<file path="src/rtl/vaa_fetch_sequencer.sv">
// ---------------------------------------------------------------------------
// vaa_fetch_sequencer
//   Handshaked multi-byte instruction fetch sequencer. Holds the program
//   counter, fetches an opcode plus 0..2 operand bytes over a req/ack memory
//   port, and presents one complete instruction per valid/ready transfer.
//   Supports branch redirection and halting at instruction boundaries.
//
// Optional feature macro: VAA_FETCH_PERF_EN
//   Defined   : perf_instr / perf_wait are saturating 32-bit event counters.
//   Undefined : perf_instr / perf_wait are tied to zero, no counter logic.
//
// Ports:
//   clk, reset           clock, synchronous active-high reset
//   mem_req/mem_addr     fetch request (held until ack) and its address (=pc)
//   mem_ack/mem_rdata    request accepted, fetched word valid this cycle
//   ir_valid/ir_ready    instruction handshake to decode/execute
//   ir_opcode            opcode byte
//   ir_operand           operands, first byte in the low half
//   ir_len               instruction length in bytes (1..3)
//   ir_pc                address of the opcode byte
//   redirect/redirect_pc restart fetch at redirect_pc
//   halt/halted          level halt request / sequencer parked in HALTED
//   pc_out               current pc (debug)
//   perf_instr/perf_wait issued instructions / memory wait cycles
// ---------------------------------------------------------------------------
module vaa_fetch_sequencer #(
  parameter int unsigned       DATA_W       = 8,
  parameter int unsigned       ADDR_W       = 16,
  parameter logic [ADDR_W-1:0] RESET_VECTOR = '0
) (
  input  logic                clk,
  input  logic                reset,
  output logic                mem_req,
  output logic [ADDR_W-1:0]   mem_addr,
  input  logic                mem_ack,
  input  logic [DATA_W-1:0]   mem_rdata,
  output logic                ir_valid,
  input  logic                ir_ready,
  output logic [DATA_W-1:0]   ir_opcode,
  output logic [2*DATA_W-1:0] ir_operand,
  output logic [1:0]          ir_len,
  output logic [ADDR_W-1:0]   ir_pc,
  input  logic                redirect,
  input  logic [ADDR_W-1:0]   redirect_pc,
  input  logic                halt,
  output logic                halted,
  output logic [ADDR_W-1:0]   pc_out,
  output logic [31:0]         perf_instr,
  output logic [31:0]         perf_wait
);

  typedef enum logic [2:0] {
    S_BOOT     = 3'd0,
    S_FETCH_OP = 3'd1,
    S_FETCH_B1 = 3'd2,
    S_FETCH_B2 = 3'd3,
    S_ISSUE    = 3'd4,
    S_HALTED   = 3'd5
  } state_t;

  state_t            state;
  state_t            state_nxt;
  logic [ADDR_W-1:0] pc;
  logic              xfer;
  logic              redirect_act;
  logic              accept;
  logic [1:0]        op_len;

  // A word moves only when we are actually requesting.
  assign xfer         = mem_req & mem_ack;
  // Redirect is ignored during the single BOOT cycle.
  assign redirect_act = redirect & (state != S_BOOT);
  assign accept       = ir_valid & ir_ready;

  // Length from the opcode's top two bits: 00 -> 1, 01 -> 2, 1x -> 3.
  assign op_len = mem_rdata[DATA_W-1] ? 2'd3 :
                  (mem_rdata[DATA_W-2] ? 2'd2 : 2'd1);

  assign mem_addr = pc;
  assign pc_out   = pc;

  // State register.
  always_ff @(posedge clk) begin
    if (reset) begin
      state <= S_BOOT;
    end else begin
      state <= state_nxt;
    end
  end

  // Next-state logic; redirect outranks every other transition.
  always_comb begin
    state_nxt = state;
    if (redirect_act) begin
      state_nxt = (state == S_HALTED) ? S_HALTED : S_FETCH_OP;
    end else begin
      case (state)
        S_BOOT:     state_nxt = S_FETCH_OP;
        S_FETCH_OP: if (xfer) state_nxt = (op_len == 2'd1) ? S_ISSUE : S_FETCH_B1;
        S_FETCH_B1: if (xfer) state_nxt = (ir_len == 2'd2) ? S_ISSUE : S_FETCH_B2;
        S_FETCH_B2: if (xfer) state_nxt = S_ISSUE;
        S_ISSUE:    if (accept) state_nxt = halt ? S_HALTED : S_FETCH_OP;
        S_HALTED:   if (!halt) state_nxt = S_FETCH_OP;
        default:    state_nxt = S_BOOT;
      endcase
    end
  end

  // Moore outputs decoded from the state register.
  always_comb begin
    mem_req  = 1'b0;
    ir_valid = 1'b0;
    halted   = 1'b0;
    case (state)
      S_FETCH_OP,
      S_FETCH_B1,
      S_FETCH_B2: mem_req  = 1'b1;
      S_ISSUE:    ir_valid = 1'b1;
      S_HALTED:   halted   = 1'b1;
      default:    ;
    endcase
  end

  // Program counter and instruction register; data acked alongside a
  // redirect is dropped because the redirect branch wins.
  always_ff @(posedge clk) begin
    if (reset) begin
      pc         <= RESET_VECTOR;
      ir_opcode  <= '0;
      ir_operand <= '0;
      ir_len     <= 2'd1;
      ir_pc      <= '0;
    end else if (redirect_act) begin
      pc <= redirect_pc;
    end else if (xfer) begin
      pc <= pc + ADDR_W'(1);
      case (state)
        S_FETCH_OP: begin
          ir_opcode  <= mem_rdata;
          ir_pc      <= pc;
          ir_len     <= op_len;
          ir_operand <= '0;
        end
        S_FETCH_B1: ir_operand[DATA_W-1:0]        <= mem_rdata;
        S_FETCH_B2: ir_operand[2*DATA_W-1:DATA_W] <= mem_rdata;
        default:    ;
      endcase
    end
  end

`ifdef VAA_FETCH_PERF_EN
  localparam int unsigned       PERF_W   = 32;
  localparam logic [PERF_W-1:0] PERF_MAX = '1;

  // Saturating event counters.
  always_ff @(posedge clk) begin
    if (reset) begin
      perf_instr <= '0;
      perf_wait  <= '0;
    end else begin
      if (accept && (perf_instr != PERF_MAX)) begin
        perf_instr <= perf_instr + PERF_W'(1);
      end
      if (mem_req && !mem_ack && (perf_wait != PERF_MAX)) begin
        perf_wait <= perf_wait + PERF_W'(1);
      end
    end
  end
`else
  assign perf_instr = '0;
  assign perf_wait  = '0;
`endif

endmodule

</file>
<file path="config.mk">
export PLATFORM = sky130hd
export DESIGN_NAME = vaa_fetch_sequencer
export DESIGN_NICKNAME = d
export VERILOG_FILES = /design/src/rtl/vaa_fetch_sequencer.sv
export SDC_FILE = /design/constraint.sdc
export NUM_CORES = 1
export LEC_CHECK = 0
export CORE_AREA = 2 2 128 68
export DETAILED_ROUTE_END_ITERATION = 12
export DIE_AREA = 0 0 130 70
export GPL_TIMING_DRIVEN = 0
export PLACE_DENSITY = 0.83
export SYNTH_ARGS = -nofsm -noshare
export SYNTH_HDL_FRONTEND = slang
export SYNTH_SLANG_ARGS = --single-unit
</file>
<file path="constraint.sdc">
create_clock -name clk -period 3.1 [get_ports clk]
set_clock_uncertainty 0.1 [all_clocks]
set_input_delay 0.62 -clock clk [delete_from_list [all_inputs] [get_ports clk]]
set_output_delay 0.62 -clock clk [all_outputs]
set_load 0.03 [all_outputs]
</file>
* Word-level counts from Yosys, hierarchy flattened
Index checks and enable logic that the tools add are counted.
Word-level totals: bits in registers 61, input port bits 30, output and inout bits 141, logic and storage cells 54
Operators by class: add/subtract/negate cells 1, eq/ne operators 12, multiplexer cells 20, bitwise operators 4, reduce and logical (&&, ||, !) cells 10
Operators by type and width (number):
- $mux W16 | 2
- $pmux W8 S2 | 2
- $mux W3 | 10
- $pmux W3 S6 | 1
- $add A16 B1 Y16 const B | 1
- $ne A3 B3 Y1 const B | 5
- $reduce_and A3 Y1 | 3
- $eq A3 B2 Y1 const B | 2
- $eq A3 B3 Y1 const B | 2
- $reduce_bool A2 Y1 | 3
- $reduce_and A5 Y1 | 1
- $mux W2 | 2
- $and A1 B1 Y1 | 3
- $eq A3 B1 Y1 const B | 1
- $logic_not A3 Y1 | 1
- $mux W1 | 3
- $reduce_bool A3 Y1 | 1
- $reduce_or A3 Y1 | 1
- $eq A2 B1 Y1 const B | 1
- $eq A2 B2 Y1 const B | 1
- $not A1 Y1 | 1

* Depth between registers and ports, before layout
Gate-level depths: netlist of the first run.
word-level depth 7, mapped depth 7, depth with buffers taken out 6

* Least setup slack after synthesis of the first run
OpenSTA, ideal clock, no wires.
path kind register -> register, start point register pc[0] (netlist: mem_addr[0]), end point register pc[10] (netlist: mem_addr[10]), library setup time 0.074 ns, data arrival time 1.817 ns, required time 2.926 ns, path slack 1.108 ns, stages on the path, launching flop included 7, buffers on the path 0, cells stage by stage dfxtp_1 > ha_1 > nand3_1 > nor2_1 > nand2_2 > or3_1 > a31oi_1
Between the ends: longest elaborated chain between the ends 3
RTL lines:
- from (decl) | line 63 | logic [ADDR_W-1:0] pc;
- from (signal assigned) | line 134 | pc <= redirect_pc;
- from (signal assigned) | line 136 | pc <= pc + ADDR_W'(1);
- $add A16 B1 Y16 | line 136
- $mux W16 | line 135 | end else if (xfer) begin
- $mux W16 | line 133 | end else if (redirect_act) begin
Every way passes these cells. The select of a mux whose other input is x is not followed. A chain may end at the register's enable or synchronous reset.

* Final worst setup path of the first run
start point register state[2], end point output port halted
Between the ends: longest elaborated chain between the ends 2
RTL lines:
- from (decl) | line 61 | state_t state;
- from (signal assigned) | line 87 | state <= state_nxt;
- $eq A3 B3 Y1 | line 114 | case (state)
- $mux W1 | line 114
- to (decl) | line 46 | output logic halted,
Every way passes these cells.

==> flow_summary_export.csv, run 1 <==
group,metric,value,unit
logic_synthesis,synth_compound_area_share,17.2,%
logic_synthesis,ys_types,53,
sta,hold_slack,0.353,ns
cells_and_area,final_cells,720,
cells_and_area,fin_area,5010,sq um
worst_setup_path,worstPathArrival,2.20,ns
floorplanning,die_w,130,um
global_route,grt_max_degree,11,
power_and_ir_drop,ir_drop,0.000271,V
logic_synthesis,yosysTopAreaCell,"dfxtp_1",
placed_design,hpwlAfterDp,8.13,mm
placed_design,io_buffers,105,
logic_synthesis,yosys-top-cells-count,"82 x buf_4, 81 x nand2_1, 61 x dfxtp_1, 52 x a21oi_1, 21 x nor2_1",
cells_and_area,syn2layout_area_growth,51.3,%
worst_setup_path,endpoint_kind,"output port",
placed_design,place_area,4750,sq um
cells_and_area,fill_cells,694,
drt,num_vias,3429,
power_and_ir_drop,p_leak,2.06,nW
power_and_ir_drop,power.density,456,nW/um^2
sta,fin_tns_setup,0,ns
worst_setup_path,worstPathMaxFanout,10,
sta,slew_violations,0,
clock_network,clk_pin_slew,0.05,ns
drt,via_per_inst,4.76,
placed_design,place.gp.congestion,0.908,
worst_setup_path,critPathRequiredTime,2.38,ns
drt,dr.pass1.iters,5,
worst_setup_path,start_kind,"flip-flop",
cells_and_area,nets,630,
global_route,grt_pass1_vias,3139,
floorplanning,core,8200,sq um
worst_setup_path,path_class,"flip-flop to output port",
drt,remaining_drc_errors,0,
logic_synthesis,synth_xor_area_share,1.06,%
worst_setup_path,timing.rr.start,"mem_addr[1]",
placed_design,dp_slack,0.408,ns
sta,fin_crit_sh,94.2,%
clock_network,cts.sinks,61,
sta,max_slew_margin,38.8,%
power_and_ir_drop,power,2.28,mW
global_route,track_usage,22.8,%
clock_network,post_cts_resized,0,
logic_synthesis,async_flop_share,0,%
logic_synthesis,synth_top_area_share,36.9,%
drt,drt_iter0_drc,275,
clock_network,cts_tree,"built",
logic_synthesis,syn-cell-area,3310,sq um
clock_network,cts_setup_buffers,0,
clock_network,ctsHoldBuffers,0,
global_route,grt_pass1_wl,16.1,mm
cells_and_area,diodes,0,
drt,drt-total-wl,10.4,mm
floorplanning,std_cell_rows,24,
clock_network,insertion_delay,0.33,ns
min_path,hold_path_class,"flip-flop to flip-flop",
clock_network,numCtsBuffers,9,
sta,setup_viol,0,
floorplanning,fp.dieH,70,um
floorplanning,pin_count,171,
logic_synthesis,synth.most_common_cell,"buf_4",
cells_and_area,layout-drive-gt1-share,19.6,%
logic_synthesis,synth_top_family_by_area,"simple AND/OR/NAND/NOR gates",
drt,wl_per_cell,14.5,um
logic_synthesis,synth_fa_ha_area_share,0.378,%
floorplanning,dieArea,9100,sq um
sta,setup_slack,0.179,ns
placed_design,dp_cells,705,
run_status,status,"finished clean",
logic_synthesis,synth_area_leaders,"dfxtp_1 37%, buf_4 19%, nand2_1 9.2%",
sta,rsz0062_at_grt,"false",
worst_setup_path,crit_path_start,"state[2]",
global_route,overflow,0,
clock_network,htree_levels,3,
drt,antenna_left,0,
logic_synthesis,avgSynthCellArea,7.89,sq um
floorplanning,start_util,40.4,%
sta,timing.final.crit_period,2.92,ns
sta,max_freq,0.342,GHz
clock_network,clock_path_buffers,2,
clock_network,cts-root-buf,"clkbuf_16",
logic_synthesis,netlist_instances,420,
logic_synthesis,yosys_warnings,0,
logic_synthesis,synth.mux.area_fraction,0.680,%
sta,hold_viol_final,0,
job,maxCapViolCount,0,
logic_synthesis,synth-simple-area-share,22.0,%
logic_synthesis,synth_edf_count,0,
logic_synthesis,ys.flop_type,"dfxtp_1",
global_route,antenna_found_initial,0,
min_path,min_from,"ir_pc[15]",
sta,tightest_slew,0.911,ns
logic_synthesis,ys_ff_latch,61,
cells_and_area,postLayoutCoreUtil,61.1,%
logic_synthesis,ys_seq_area_share,36.9,%
-- worst max-delay path, cell delays in order (launching register included) --
cell and delay [ns]:
dfxtp_1 0.39, buf_6 0.15, clkbuf_1 0.39, nand2_1 0.19
inv_1 0.09, clkdlybuf4s50_1 0.66
-- kinds of logic after synthesis --
group	count (synthesis)
multiplexers	2
XOR/XNOR	4
flip-flops	61
AND/OR/NAND/NOR	151
buffers and inverters	105
other	1
AO/OA/AOI/OAI	95
adder cells (fa/ha/maj)	1
-- per-layer routing --
layer	vias to the layer above	global-route usage, %	routed length [um]
met5	-	0	0
met3	26	6.44	1060
li1	1646	-	-
met1	1578	30.4	4440
met2	179	35.1	4680
met4	0	8.48	240
-- cell usage in the layout (no fill, tap or decap), drive strengths merged, types with 2 or more instances in the layout --
master         count
a21oi             52
nand2             82
xor2               3
a31oi              6
nand2b             4
clkinv             4
or3                5
conb              64
buf               90
clkdlybuf4s50    105
mux2               2
nor2b              2
o21ai              8
o211ai             2
nor3b              3
a2111oi            2
nor2              22
clkbuf            21
a22oi             11
nand3             17
dfxtp             61
o22ai              3
and2               3
inv                4
nor3               2
a21o               2
nand4              3
and3               2
a211oi             3
-- flip-flops by register name, indices dropped and copies added, names as in the netlist --
signal and cells:
ir_opcode 8, mem_addr 16, ir_len 2, ir_operand 16, ir_pc 16, state 3
-- layout make-up --
class                           count  area, sq um  share of cell area [%]
Timing Repair Buffer              105         1050                    21.0
Clock buffer                       10          239                    4.77
Buffer                            101          703                    14.0
Multi-Input combinational cell    317         1610                    32.1
Sequential cell                    61         1220                    24.4
Inverter                            4         15.0                   0.300
Clock inverter                      5         27.5                   0.549
Tap cell                          117          146                    2.92
-- report_power, final --
group / switching, mW / leakage, nW / internal (mW) / total [mW]
Combinational: 0.325 / 1.43 / 0.214 / 0.539
Sequential: 0.0375 / 0.495 / 0.809 / 0.846
Clock: 0.348 / 0.134 / 0.551 / 0.898
Total: 0.710 / 2.06 / 1.57 / 2.28
-- worst paths after layout --
kind                   to  slack, ns  depth (start not counted)
min reg2reg     ir_pc[15]       0.35                          2
max                halted       0.18                          5
min             ir_pc[15]       0.35                          2
max reg2reg  mem_addr[14]       0.92                          6
(Power assumes the default switching activity.)
==> inputs of run 2 (changes only) <==
--- a/config.mk
+++ b/config.mk
@@ -8,7 +8,7 @@
 export CORE_AREA = 2 2 128 68
 export DETAILED_ROUTE_END_ITERATION = 12
 export DIE_AREA = 0 0 130 70
-export GPL_TIMING_DRIVEN = 0
+export GPL_TIMING_DRIVEN = 1
 export PLACE_DENSITY = 0.83
 export SYNTH_ARGS = -nofsm -noshare
 export SYNTH_HDL_FRONTEND = slang
==> constraint.sdc (replaced) <==
create_clock -name clk -period 3.1 [get_ports clk]
set_clock_uncertainty 0.1 [all_clocks]
set_input_delay 0.775 -clock clk [delete_from_list [all_inputs] [get_ports clk]]
set_output_delay 0.775 -clock clk [all_outputs]
set_load 0.03 [all_outputs]
==> run 2 against run 1 <==
Core utilization decreased by 6.9 points. Global-route usage decreased by 2.4 points. Fmax increased by 1.0%. Critical path type unchanged. Critical endpoint unchanged. Non-clock buffer count decreased by 89. Highest routed layer unchanged. Largest power group unchanged.
==> flow_summary_export.csv, run 2 (synthesis results as in run 1) <==
group,metric,value,unit
clock_network,insertion_delay,0.33,ns
placed_design,dp_cells,616,
drt,drt_iter0_drc,271,
clock_network,cts_setup_buffers,0,
placed_design,hpwlAfterDp,7.09,mm
clock_network,htree_levels,3,
sta,max_slew_margin,26.5,%
floorplanning,std_cell_rows,24,
global_route,grt_pass1_wl,14.2,mm
placed_design,place.gp.congestion,0.886,
global_route,track_usage,20.4,%
sta,tightest_slew,1.10,ns
worst_setup_path,start_kind,"flip-flop",
cells_and_area,diodes,0,
clock_network,cts-root-buf,"clkbuf_16",
sta,fin_tns_setup,0,ns
global_route,grt_max_degree,26,
job,maxCapViolCount,0,
drt,wl_per_cell,14.7,um
power_and_ir_drop,ir_drop,0.000280,V
sta,timing.final.crit_period,2.89,ns
clock_network,cts_tree,"built",
sta,fin_crit_sh,93.3,%
clock_network,cts.sinks,61,
sta,hold_viol_final,0,
placed_design,place_area,4140,sq um
clock_network,clk_pin_slew,0.06,ns
clock_network,post_cts_resized,0,
worst_setup_path,endpoint_kind,"output port",
placed_design,io_buffers,106,
drt,drt-total-wl,9.32,mm
floorplanning,core,8200,sq um
floorplanning,fp.dieH,70,um
cells_and_area,syn2layout_area_growth,34.2,%
worst_setup_path,worstPathMaxFanout,18,
cells_and_area,layout_commonest_cell,"clkdlybuf4s50_1",
cells_and_area,layout_common_cells,"105 x clkdlybuf4s50_1, 81 x nand2_1, 64 x conb_1",
clock_network,numCtsBuffers,9,
drt,remaining_drc_errors,0,
floorplanning,pin_count,171,
cells_and_area,layout-drive-gt1-share,7.96,%
sta,slew_violations,0,
cells_and_area,final_cells,632,
global_route,antenna_found_initial,0,
drt,antenna_left,0,
cells_and_area,nets,541,
power_and_ir_drop,power.density,515,nW/um^2
floorplanning,start_util,40.4,%
clock_network,ctsHoldBuffers,0,
cells_and_area,fin_area,4440,sq um
sta,rsz0062_at_grt,"false",
worst_setup_path,critPathRequiredTime,2.22,ns
worst_setup_path,worstPathArrival,2.02,ns
drt,via_per_inst,4.90,
drt,dr.pass1.iters,5,
floorplanning,dieArea,9100,sq um
worst_setup_path,r2r_cells,6,
min_path,hold_path_class,"flip-flop to flip-flop",
global_route,overflow,0,
min_path,holdPathStages,2,
clock_network,clock_path_buffers,2,
run_status,status,"finished clean",
floorplanning,die_w,130,um
worst_setup_path,path_class,"flip-flop to output port",
power_and_ir_drop,p_leak,1.62,nW
global_route,grt_pass1_vias,2726,
sta,max_freq,0.346,GHz
drt,num_vias,3099,
sta,setup_viol,0,
==> run 2: cell count changes in the layout (fill, tap and decap cells not counted), moves of 4 or more <==
cell        delta
buf_2          -5
clkinv_2       -4
buf_4         -72
clkinvlp_4     +4
clkbuf_1      -10
==> run 2: cell type report <==
type / instances / area, sq um
Fill cell: 739 / 3750
Timing Repair Buffer: 117 / 1150
Tap cell: 117 / 146
Inverter: 4 / 15.0
Clock inverter: 7 / 76.3
Sequential cell: 61 / 1220
Multi-Input combinational cell: 317 / 1610
Clock buffer: 9 / 225
==> run 2: through the flow <==
step                total power, mW  utilization (%)  worst slack [ns]  hold WS (ns)
floorplan                      1.22                -              1.09         0.476
global placement               1.30             50.5             0.242         0.343
detailed placement             1.31             50.5             0.182         0.347
CTS                            2.30             54.2             0.208         0.355
global route                   2.37             54.2            0.0986         0.369
finish                         2.29             54.2             0.208         0.354
==> run 2: path summary, 6_finish.rpt <==
check | start | to | slack, ns
setup reg to reg | state[2] | mem_addr[1] | 0.75
hold / removal | ir_pc[14] | ir_pc[14] | 0.35
setup / recovery | state[1] | halted | 0.21
hold reg to reg | ir_pc[14] | ir_pc[14] | 0.35
==> run 2: per-layer routing <==
| layer | vias to the layer above | track usage (%) | part of all wire (%) |
|---|---|---|---|
| met1 | 1481 | 29.2 | 47 |
| met3 | 4 | 6.28 | 8.3 |
| met4 | 0 | 5.02 | 0.45 |
| met2 | 154 | 29.9 | 45 |
| li1 | 1460 | - | - |
| met5 | - | 0 | 0 |
==> run 2: power breakdown <==
group | switching (mW) | leakage [nW] | total, mW | internal (mW)
logic | 0.299 | 0.999 | 0.445 | 0.146
registers | 0.0431 | 0.495 | 0.851 | 0.808
clock network | 0.370 | 0.130 | 0.992 | 0.622
==> run 2: worst max-delay path, stage by stage, from the launching register on <==
cell             delay, ns
dfxtp_1               0.30
buf_4                 0.19
nor2b_1               0.28
nand2_1               0.16
inv_1                 0.09
clkdlybuf4s50_1       0.67
